**config.mk**
```make
export PLATFORM = sky130hd
export DESIGN_NAME = uart_rx_cfg
export DESIGN_NICKNAME = d
export VERILOG_FILES = /design/src/rtl/uart_pkg.sv /design/src/rtl/uart_rx_sync.sv /design/src/rtl/uart_rx_cfg.sv
export SDC_FILE = /design/constraint.sdc
export NUM_CORES = 1
export LEC_CHECK = 0
export ABC_AREA = 1
export ABC_CLOCK_PERIOD_IN_PS = 3880
export CAP_MARGIN = 10
export CELL_PAD_IN_SITES_DETAIL_PLACEMENT = 0
export CELL_PAD_IN_SITES_GLOBAL_PLACEMENT = 2
export CORE_MARGIN = 3
export CORE_UTILIZATION = 30
export DETAILED_ROUTE_END_ITERATION = 8
export PLACE_DENSITY = 0.84
export REMOVE_ABC_BUFFERS = 1
export SYNTH_ARGS = -nofsm -noshare
export SYNTH_HDL_FRONTEND = slang
export SYNTH_SLANG_ARGS = --single-unit
```
**constraint.sdc**
```tcl
create_clock -name clock -period 3.88 [get_ports clock]
set_input_delay 0.776 -clock clock [delete_from_list [all_inputs] [get_ports clock]]
set_output_delay 0.776 -clock clock [all_outputs]
set_load 0.1 [all_outputs]
```
**src/rtl/uart_pkg.sv**
```systemverilog
// Shared definitions for the UART receiver: one-hot state encodings and parity modes.
package uart_pkg;

  localparam int NB_STATE = 5;

  localparam logic [NB_STATE-1:0] ST_IDLE   = 5'b00001;
  localparam logic [NB_STATE-1:0] ST_START  = 5'b00010;
  localparam logic [NB_STATE-1:0] ST_DATA   = 5'b00100;
  localparam logic [NB_STATE-1:0] ST_PARITY = 5'b01000;
  localparam logic [NB_STATE-1:0] ST_STOP   = 5'b10000;

  typedef enum logic [NB_STATE-1:0] {
    S_IDLE   = ST_IDLE,
    S_START  = ST_START,
    S_DATA   = ST_DATA,
    S_PARITY = ST_PARITY,
    S_STOP   = ST_STOP
  } state_t;

  localparam int PAR_NONE = 0;
  localparam int PAR_EVEN = 1;
  localparam int PAR_ODD  = 2;

endpackage

```
**src/rtl/uart_rx_sync.sv**
```systemverilog
// Two-flop synchronizer for the serial line; resets to the idle (high) level.
module uart_rx_sync (
  input  logic clock,
  input  logic reset_i,
  input  logic d,
  output logic q
);

  logic meta;

  always_ff @(posedge clock) begin
    if (reset_i) begin
      meta <= 1'b1;
      q    <= 1'b1;
    end else begin
      meta <= d;
      q    <= meta;
    end
  end

endmodule

```
**src/rtl/uart_rx_cfg.sv**
```systemverilog
// Parametrised oversampling UART receiver with parity/framing error reporting and break lockout.
// Define UART_RX_SYNC_EN to pass rx through a two-flop synchronizer first.
module uart_rx_cfg #(
  parameter int N_DATA      = 8,
  parameter int OVERSAMPLE  = 16,
  parameter int PARITY_MODE = 0,
  parameter int N_STOP      = 1
) (
  input  logic              clock,
  input  logic              reset_i,
  input  logic              rx,
  input  logic              s_tick,
  output logic [N_DATA-1:0] dout,
  output logic              rx_done_tick,
  output logic              parity_err,
  output logic              frame_err,
  output logic              busy
);

  import uart_pkg::*;

  localparam int TW = $clog2(OVERSAMPLE);
  localparam int BW = $clog2(N_DATA) + 1;

  localparam logic [TW-1:0] T_MID       = TW'(OVERSAMPLE / 2 - 1);
  localparam logic [TW-1:0] T_END       = TW'(OVERSAMPLE - 1);
  localparam logic [BW-1:0] B_DATA_LAST = BW'(N_DATA - 1);
  localparam logic [BW-1:0] B_STOP_LAST = BW'(N_STOP - 1);

  logic rx_s;

`ifdef UART_RX_SYNC_EN
  uart_rx_sync u_sync (
    .clock  (clock),
    .reset_i(reset_i),
    .d      (rx),
    .q      (rx_s)
  );
`else
  assign rx_s = rx;
`endif

  state_t            state_q, state_n;
  logic [TW-1:0]     tick_q, tick_n;
  logic [BW-1:0]     bit_q, bit_n;
  logic [N_DATA-1:0] sr_q, sr_n;
  logic              perr_q, perr_n;
  logic              ferr_q, ferr_n;
  logic              armed_q, armed_n;
  logic              done_n;
  logic [N_DATA-1:0] dout_n;
  logic              par_out_n, fr_out_n;
  logic              stop_fail;

  assign stop_fail = ferr_q | ~rx_s;

  always_comb begin
    state_n   = state_q;
    tick_n    = tick_q;
    bit_n     = bit_q;
    sr_n      = sr_q;
    perr_n    = perr_q;
    ferr_n    = ferr_q;
    armed_n   = armed_q;
    done_n    = 1'b0;
    dout_n    = dout;
    par_out_n = parity_err;
    fr_out_n  = frame_err;

    case (state_q)
      S_IDLE: begin
        if (rx_s) begin
          armed_n = 1'b1;
        end else if (armed_q) begin
          state_n = S_START;
          tick_n  = '0;
        end
      end

      S_START: begin
        if (s_tick) begin
          if (tick_q == T_MID) begin
            if (!rx_s) begin
              state_n = S_DATA;
              tick_n  = '0;
              bit_n   = '0;
              perr_n  = 1'b0;
              ferr_n  = 1'b0;
            end else begin
              state_n = S_IDLE;
            end
          end else begin
            tick_n = tick_q + 1'b1;
          end
        end
      end

      S_DATA: begin
        if (s_tick) begin
          if (tick_q == T_END) begin
            tick_n = '0;
            sr_n   = {rx_s, sr_q[N_DATA-1:1]};
            if (bit_q == B_DATA_LAST) begin
              bit_n   = '0;
              state_n = (PARITY_MODE != PAR_NONE) ? S_PARITY : S_STOP;
            end else begin
              bit_n = bit_q + 1'b1;
            end
          end else begin
            tick_n = tick_q + 1'b1;
          end
        end
      end

      S_PARITY: begin
        if (s_tick) begin
          if (tick_q == T_END) begin
            tick_n  = '0;
            perr_n  = (^sr_q) ^ rx_s ^ (PARITY_MODE == PAR_ODD);
            state_n = S_STOP;
          end else begin
            tick_n = tick_q + 1'b1;
          end
        end
      end

      S_STOP: begin
        if (s_tick) begin
          if (tick_q == T_END) begin
            tick_n = '0;
            ferr_n = stop_fail;
            if (bit_q == B_STOP_LAST) begin
              // Completion is registered here so all outputs update together one clock later.
              bit_n     = '0;
              state_n   = S_IDLE;
              done_n    = 1'b1;
              dout_n    = sr_q;
              par_out_n = perr_q;
              fr_out_n  = stop_fail;
              if (stop_fail) armed_n = 1'b0;
            end else begin
              bit_n = bit_q + 1'b1;
            end
          end else begin
            tick_n = tick_q + 1'b1;
          end
        end
      end

      default: begin
        state_n = S_IDLE;
        tick_n  = '0;
        bit_n   = '0;
      end
    endcase
  end

  always_ff @(posedge clock) begin
    if (reset_i) begin
      state_q      <= S_IDLE;
      tick_q       <= '0;
      bit_q        <= '0;
      sr_q         <= '0;
      perr_q       <= 1'b0;
      ferr_q       <= 1'b0;
      armed_q      <= 1'b0;
      dout         <= '0;
      rx_done_tick <= 1'b0;
      parity_err   <= 1'b0;
      frame_err    <= 1'b0;
      busy         <= 1'b0;
    end else begin
      state_q      <= state_n;
      tick_q       <= tick_n;
      bit_q        <= bit_n;
      sr_q         <= sr_n;
      perr_q       <= perr_n;
      ferr_q       <= ferr_n;
      armed_q      <= armed_n;
      dout         <= dout_n;
      rx_done_tick <= done_n;
      parity_err   <= par_out_n;
      frame_err    <= fr_out_n;
      busy         <= (state_n != S_IDLE);
    end
  end

endmodule

```
==> results of run 1 <==
==> worst reg2reg max path, stage by stage (launching register included) <==
cell,delay [ns]
dfxtp_1,0.41
ha_1,0.22
nand2_2,0.09
nor2_2,0.12
nand2_2,0.15
nor2_2,0.44
inv_1,0.17
o221ai_1,0.17
nand2_1,0.07
inv_1,0.06
==> metal layers <==
layer  global-route usage  wire length [µm]  up-vias
met2               0.2053              2035       32
li1                     -                 -      940
met4              0.04816                63        0
met5                    0                 0        -
met1               0.1718              2187      814
met3              0.03517               165        6
==> sequential cells by signal, summed over array words and instances, names as in the netlist <==
register,cells
rx_done_tick,1
armed_q,1
perr_q,1
frame_err,1
state_q,5
ferr_q,1
tick_q,4
bit_q,4
parity_err,1
sr_q,8
busy,1
dout,8
==> worst paths after layout <==
path	start	end	slack (ns)	cells past startpoint
hold / removal	parity_err	parity_err	0.47	2
hold reg to reg	parity_err	parity_err	0.47	2
setup reg to reg	tick_q[0]	state_q[4]	1.93	9
setup / recovery	dout[3]	dout[3]	1.34	1
==> cell families after synthesis <==
| family | count (synthesis) | synth area share |
|---|---|---|
| AND/OR/NAND/NOR | 141 | 0.3513 |
| AO/OA/AOI/OAI | 54 | 0.1497 |
| buffers and inverters | 37 | 0.07907 |
| flip-flops | 36 | 0.3733 |
| XOR/XNOR | 6 | 0.02722 |
| adder cells (fa/ha/maj) | 3 | 0.01944 |
==> layout make-up <==
type | instances | share of cell area
Clock inverter | 1 | 0.01322
Tap cell | 75 | 0.04130
Inverter | 31 | 0.05121
Timing Repair Buffer | 16 | 0.06938
Clock buffer | 7 | 0.04240
Multi-Input combinational cell | 204 | 0.4653
Sequential cell | 36 | 0.3172
==> through the flow <==
step	util	hold slack (ns)	cell area, µm²
6_report	0.3749	0.4655	2272
5_1_grt	0.3749	0.4902	2272
4_1_cts	0.3749	0.4728	2272
3_5_place_dp	0.3540	0.4602	2146
3_3_place_gp	0.3540	0.4587	2146
2_1_floorplan	-	0.4344	1894
==> Yosys cell counts, drive strengths merged, types with 2 or more instances <==
library cell	count	area [µm²]
o31ai	2	15.01
a21boi	2	15.02
a21oi	23	115.1
xnor2	3	26.28
ha	3	37.54
nand3	27	167.7
clkbuf	2	7.510
xor2	3	26.28
dfxtp	36	720.7
nand2	77	304.0
buf	4	28.78
a31oi	2	12.51
nor3	3	20.02
nor2	29	148.9
inv	31	116.4
o21ai	23	115.1
nand4	4	31.28
==> power groups by stage <==
stage          clock network (mW)  logic [mW]  registers (mW)
6_report                    0.370      0.0871           0.384
3_5_place_dp                    0      0.0869           0.392
4_1_cts                     0.378      0.0873           0.384
5_1_grt                     0.394      0.0979           0.385
2_1_floorplan                   0      0.0543           0.401
3_3_place_gp                    0      0.0875           0.392
==> flow_summary.yaml, run 1 <==
sta:
  relSlewSlack: 0.3484
  hold_viol_final: 0
  finalCritPeriodShare: 0.6536
  maxSlewViolCount: 0
  clock_skew_ns: 0.004875
  fin_crit_ns: 2.536
  fmax_ghz: 0.3943
  tns_ns: 0
  worst_pin_slew_ns: 0.9744
  setup_slack_ns: 1.344
  grt_setup_unrepaired: "false"
  finalSetupViolCount: 0
drt:
  drt_first_pass_iters: 4
  routed_wirelength_mm: 4.452
  drt-vias-per-instance: 4.843
  via_count: 1792
  wl_per_cell_um: 12.03
  drt-initial-drc-count: 138
  final_antenna_net_count: 0
  drc_errors: 0
layout:
  nets: 301
  layout_commonest_cell: "nand2_1"
  area_delta_synth_final_pct: 17.69
  finalNonFillerCells: 370
  layout_common_cells: "nand2_1 (73), dfxtp_1 (36), inv_1 (26)"
  n_antenna_cell: 0
  fillers: 646
  multi_input_area_mm2: 0.001057
  drive_gt1_frac: 0.1119
  seq_area_um2: 720.7
worst_setup_path:
  slowest_stage: "clkdlybuf4s50_1"
  crit_buf_inv: 1
  cp_data_arrival_time_ns: 1.76
  required_ns: 3.10
  slowest_delay_ns: 1.14
  crit_path_end_kind: "output port"
  path_cells: "clkdlybuf4s50_1"
  start_kind: "flop"
  criticalPathCategory: "reg2out"
  critPathTopFamily: "buffers and inverters"
  crit_path_max_fanout: 2
yosys:
  synth-seq-cells: 36
  synthArstFlopShare: 0
  yosysWarnings: 0
  avgSynthCellArea_um2: 6.970
  synth_edf_count: 0
  synth_area_mm2: 0.001931
  syn_inst: 277
  yosysSeqAreaShare: 0.3733
  ys.flop_type: "dfxtp_1"
  synthDistinctLibCells: 33
floorplan:
  floorplan.initialDensity: 0.3185
  dieArea_mm2: 0.007434
  core_mm2: 0.006061
  die_h_um: 86.22
  rows: 28
  fp.dieW_um: 86.22
  ios: 16
clocking:
  cts_resized: 0
  cts-root-buf: "clkbuf_8"
  clk_latency_ns: 0.29
  tritoncts: "yes"
  cts.path.max_buffers: 2
  cts_max_level: 2
  cts_hold_buf: 0
  cts_buffers: 5
  post_cts_buffers: 0
  clk_pin_slew_ns: 0.07
  clkSinkCount: 36
pwr:
  p_sw_frac: 0.2492
  combPwrFrac: 0.104
  p_leak_nw: 0.9788
  p_clk_frac: 0.440
  seqPwrFrac: 0.457
  p_total_uw: 840.2
  p_int_uw: 630.8
  p_sw_uw: 209.4
  vdd.ir_drop.worst_mv: 0.1567
  power_density_mw_per_mm2: 369.8
global_route:
  antenna_found_initial: 0
  grt_pass1_wl_mm: 7.707
  grt_usage: 0.1306
  overflow: 0
  grt_max_degree: 20
  first_global_vias: 1658
placed_design:
  gp_congestion: 0.7721
  dp_hpwl_mm: 3.229
  port_buffers: 15
  pre_cts_ws_ns: 1.413
  placed_cells: 362
min_path:
  hold_path_class: "reg2reg"
run_status:
  outcome: "completed"
run:
  max-cap-violations: 0
Note: power is estimated with default switching activity, not from simulation.
==> run 2: changes to the inputs <==
ABC_CLOCK_PERIOD_IN_PS = 2300   (was 3880)
CORE_UTILIZATION = 29   (was 30)
clock period = 2.3 ns   (was 3.88 ns; I/O delays follow)
==> run 2 against run 1 <==
Net effect: clock power up 28%; worst hold slack better by 0.0015 ns; sequential share of layout area up 0.77 points; clock skew about the same; combinational power up 69%; core utilization down 2.8 points; design area down 2.4%; largest cell class unchanged.
==> flow_summary.yaml, run 2 (same netlist as run 1, synthesis figures left out) <==
run_status:
  outcome: "completed"
global_route:
  grt_pass1_wl_mm: 7.783
  antenna_found_initial: 0
  overflow: 0
  grt_max_degree: 19
  grt_usage: 0.1294
  first_global_vias: 1667
pwr:
  p_clk_frac: 0.375
  seqPwrFrac: 0.510
  vdd.ir_drop.worst_mv: 0.2676
  power_density_mw_per_mm2: 572.3
  combPwrFrac: 0.116
  p_leak_nw: 0.9953
  p_sw_uw: 349.7
  p_int_uw: 919.9
  p_sw_frac: 0.2754
drt:
  drc_errors: 0
  routed_wirelength_mm: 4.539
  top_layer: "met4"
  dr_wl_met3_um: 193
  final_antenna_net_count: 0
  drt-vias-per-instance: 4.780
  drt-initial-drc-count: 77
  via_count: 1783
  drt_first_pass_iters: 4
  wl_met2_mm: 2.078
  wl_met1_mm: 2.193
  wl_per_cell_um: 12.17
layout:
  top_regs: "dout: 8 flops, sr_q: 8 flops, state_q: 5 flops"
  layout_commonest_cell: "nand2_1"
  final_core_util: 0.3474
  design_area_mm2: 0.002218
  layout_common_cells: "nand2_1 (73), dfxtp_1 (36), inv_1 (26)"
  fillers: 693
  nets: 302
  drive_gt1_frac: 0.1554
  n_antenna_cell: 0
  area_delta_synth_final_pct: 14.91
sta:
  maxSlewViolCount: 0
  tns_ns: 0
  finalCritPeriodShare: 0.7771
  fmax_ghz: 0.5595
  grt_setup_unrepaired: "false"
  worst_pin_slew_ns: 0.5490
  clock_skew_ns: 0.004511
  relSlewSlack: 0.6336
  fin_crit_ns: 1.787
  finalSetupViolCount: 0
  hold_viol_final: 0
worst_setup_path:
  crit_path_end_kind: "flop"
  path_cells: "ha_1 > nand2_2 > nor2_2 > nand2_2 > nor2_2 > inv_1 > o221ai_1 > nand2_1 > inv_1"
  cp_data_arrival_time_ns: 2.03
  slowest_delay_ns: 0.40
  criticalPathCategory: "reg2reg"
  required_ns: 2.54
  slowest_stage: "dfxtp_1"
  critPathTopFamily: "simple AND/OR/NAND/NOR gates"
  start_kind: "flop"
  crit_buf_inv: 2
  crit_path_max_fanout: 9
floorplan:
  dieArea_mm2: 0.007672
  core_mm2: 0.006386
  floorplan.initialDensity: 0.3023
  ios: 16
  fp.dieW_um: 87.59
  die_h_um: 87.59
  rows: 29
clocking:
  cts_max_level: 2
  clkSinkCount: 36
  cts.path.max_buffers: 2
  cts_resized: 0
  clk_pin_slew_ns: 0.07
  post_cts_buffers: 0
  cts-root-buf: "clkbuf_8"
  cts_buffers: 5
  tritoncts: "yes"
  cts_hold_buf: 0
  clk_latency_ns: 0.29
placed_design:
  dpl_cell_area_mm2: 0.002126
  dp_hpwl_mm: 3.349
  gp_congestion: 0.7833
  port_buffers: 15
min_path:
  hold_path_class: "reg2reg"
run:
  max-cap-violations: 0
-- run 2: worst paths after layout --
path / startpoint / end / slack, ns / cells past startpoint
worst max-delay path: tick_q[0] / state_q[4] / 0.51 / 9
worst min register to register: perr_q / perr_q / 0.47 / 2
worst max register to register: tick_q[0] / state_q[4] / 0.51 / 9
worst min-delay path: perr_q / perr_q / 0.47 / 2
-- run 2: per-stage QoR --
| stage | hold WS [ns] | instances | worst slack (ns) | power (mW) |
|---|---|---|---|---|
| after floorplan | 0.4344 | 271 | 0.7113 | 0.7673 |
| after global placement | 0.4569 | 365 | 0.2741 | 0.8103 |
| after detailed placement | 0.4598 | 365 | 0.2959 | 0.8095 |
| after CTS | 0.4714 | 373 | 0.4612 | 1.287 |
| after global routing | 0.4911 | 373 | 0.2611 | 1.326 |
| final | 0.4670 | 373 | 0.5128 | 1.270 |
-- run 2: area by class of cell --
cell class              instances  area (µm²)  area share
flip-flops and latches         36       720.7      0.3249
clock inverters                 2       10.01    0.004512
clock buffers                   6       82.58     0.03723
repair buffers                 17       135.1     0.06091
well taps                      77       96.34     0.04343
inverters                      31       116.4     0.05245
multi-input cells             204        1057      0.4766
-- run 2: layer usage --
| layer | up-vias | global-route usage |
|---|---|---|
| met2 | 29 | 0.2116 |
| met4 | 0 | 0.05021 |
| li1 | 939 | - |
| met3 | 7 | 0.03293 |
| met5 | - | 0 |
| met1 | 808 | 0.1632 |
-- run 2: power groups by stage --
stage                     Combinational (mW)  Sequential [mW]  Clock, mW
after floorplan                       0.0916            0.676          0
after global placement                 0.149            0.662          0
after detailed placement               0.148            0.662          0
after CTS                              0.149            0.647      0.492
after global routing                   0.166            0.649      0.511
final                                  0.147            0.647      0.475
-- run 2: tightest hold or removal path: stages (launching register included) --
cell and delay, ns:
dfxtp_1 0.31, nand2_1 0.06, a21oi_1 0.05
==> run 3: changes to the inputs <==
ABC_CLOCK_PERIOD_IN_PS = 1600   (was 2300)
clock period = 1.6 ns   (was 2.3 ns; I/O delays follow)
==> run 3 against run 2 <==
Net effect: clock power grew 72%; design area grew 19%; routed wire length up 7.0%; highest routed layer unchanged; critical path depth down 1; sequential cell count is the same; setup slack got worse by 0.45 ns; maximum frequency grew 16%; global-route usage is 0.43 points higher; largest power group unchanged; sequential power grew 44%; combinational power up 74%.
==> flow_summary.yaml, run 3 (same netlist as run 1, synthesis figures left out) <==
sta:
  clock_skew_ns: 0.004955
  tns_ns: 0
  finalCritPeriodShare: 0.9604
  relSlewSlack: 0.7780
  grt_setup_unrepaired: "true"
  hold_viol_final: 0
  maxSlewViolCount: 0
  finalSetupViolCount: 0
  fmax_ghz: 0.6508
  fin_crit_ns: 1.537
  setup_slack_ns: 0.06333
  worst_pin_slew_ns: 0.3320
  hold_slack_ns: 0.4758
drt:
  drt-vias-per-instance: 4.722
  drt-initial-drc-count: 86
  wl_per_cell_um: 12.26
  final_antenna_net_count: 0
  routed_wirelength_mm: 4.856
  drt_first_pass_iters: 4
  drc_errors: 0
  via_count: 1870
min_path:
  hold_path_class: "reg2reg"
clocking:
  clkSinkCount: 36
  cts.path.max_buffers: 2
  cts-root-buf: "clkbuf_8"
  cts_hold_buf: 0
  clk_latency_ns: 0.29
  tritoncts: "yes"
  cts_buffers: 5
  cts_max_level: 2
  clk_pin_slew_ns: 0.08
layout:
  nets: 325
  top_regs: "dout: 8 flops, sr_q: 8 flops, state_q: 5 flops"
  layout_commonest_cell: "nand2_1"
  finalNonFillerCells: 396
  layout_common_cells: "nand2_1 (70), dfxtp_1 (33), inv_1 (25)"
  drive_gt1_frac: 0.2602
  design_area_mm2: 0.002630
  fillers: 662
  area_delta_synth_final_pct: 36.23
  multi_input_area_mm2: 0.001106
  seq_area_um2: 724.4
  n_antenna_cell: 0
worst_setup_path:
  crit_path_end_kind: "flop"
  slowest_delay_ns: 0.36
  critPathTopFamily: "simple AND/OR/NAND/NOR gates"
  start_kind: "flop"
  criticalPathCategory: "reg2reg"
  crit_buf_inv: 1
  cp_data_arrival_time_ns: 1.72
  cpMostUsedCell: "nand2_1"
  path_cells: "nor2_4 > nand4_1 > nand2_2 > nor2_1 > nand2_1 > nand2_1 > nor3_2 > inv_1"
  crit_path_max_fanout: 5
  slowest_stage: "dfxtp_2"
  required_ns: 1.78
placed_design:
  dpl_cell_area_mm2: 0.002424
  placed_cells: 383
  dp_hpwl_mm: 3.483
  gp_congestion: 0.8220
  pre_cts_ws_ns: -0.1607
  port_buffers: 15
floorplan:
  floorplan.initialDensity: 0.3023
  rows: 29
  core_mm2: 0.006386
  dieArea_mm2: 0.007672
  fp.dieW_um: 87.59
  ios: 16
  die_h_um: 87.59
run:
  max-cap-violations: 0
global_route:
  first_global_vias: 1821
  antenna_found_initial: 0
  overflow: 0
  grt_max_degree: 19
  grt_usage: 0.1337
  grt_pass1_wl_mm: 8.190
pwr:
  p_leak_nw: 1.143
  power_density_mw_per_mm2: 761.3
  vdd.ir_drop.worst_mv: 0.4242
run_status:
  outcome: "completed"
## run 3: area by class of cell
class                           count  area share
Timing Repair Buffer               40      0.1789
Clock inverter                      3     0.01618
Clock buffer                        5     0.02617
Sequential cell                    36      0.2755
Inverter                           31     0.04615
Multi-Input combinational cell    204      0.4206
Tap cell                           77     0.03663
## run 3: path summary, 6_finish.rpt
path,startpoint,slack (ns),depth (start not counted),to
worst min-delay path,perr_q,0.48,2,parity_err
worst max-delay path,state_q[3],0.06,8,state_q[0]
worst max register to register,state_q[3],0.06,8,state_q[0]
worst min register to register,perr_q,0.48,2,parity_err
## run 3: routing by layer
layer  vias up  GRT usage  wire [µm]
li1        986          -          -
met5         -          0          0
met4         0    0.04324         65
met1       848     0.1724       2321
met3         6    0.03481        196
met2        30     0.2178       2273
## run 3: where the power goes
group	total [mW]	switching, mW	internal, mW
Sequential	0.930	0.0161	0.914
Combinational	0.256	0.160	0.0958
Clock	0.816	0.355	0.461
## run 3: metrics by stage
step	utilization	power, mW
6_report	0.4118	2.002
5_1_grt	0.4118	2.100
4_1_cts	0.3969	2.021
3_5_place_dp	0.3795	1.195
3_3_place_gp	0.3795	1.197
2_1_floorplan	-	1.103
## run 3: worst reg2reg max path, delay by kind of cell, from the launching register on
family | cells | cell delay [ns]
DFF | 1 | 0.36
and+or+nand+nor | 7 | 1.02
buffers and inverters | 1 | 0.06
## run 3: timing repair
item / in CTS / in global routing
resized for setup: 0 / 21
setup buffers: 0 / 5
endpoints found under the setup margin: 0 / 31
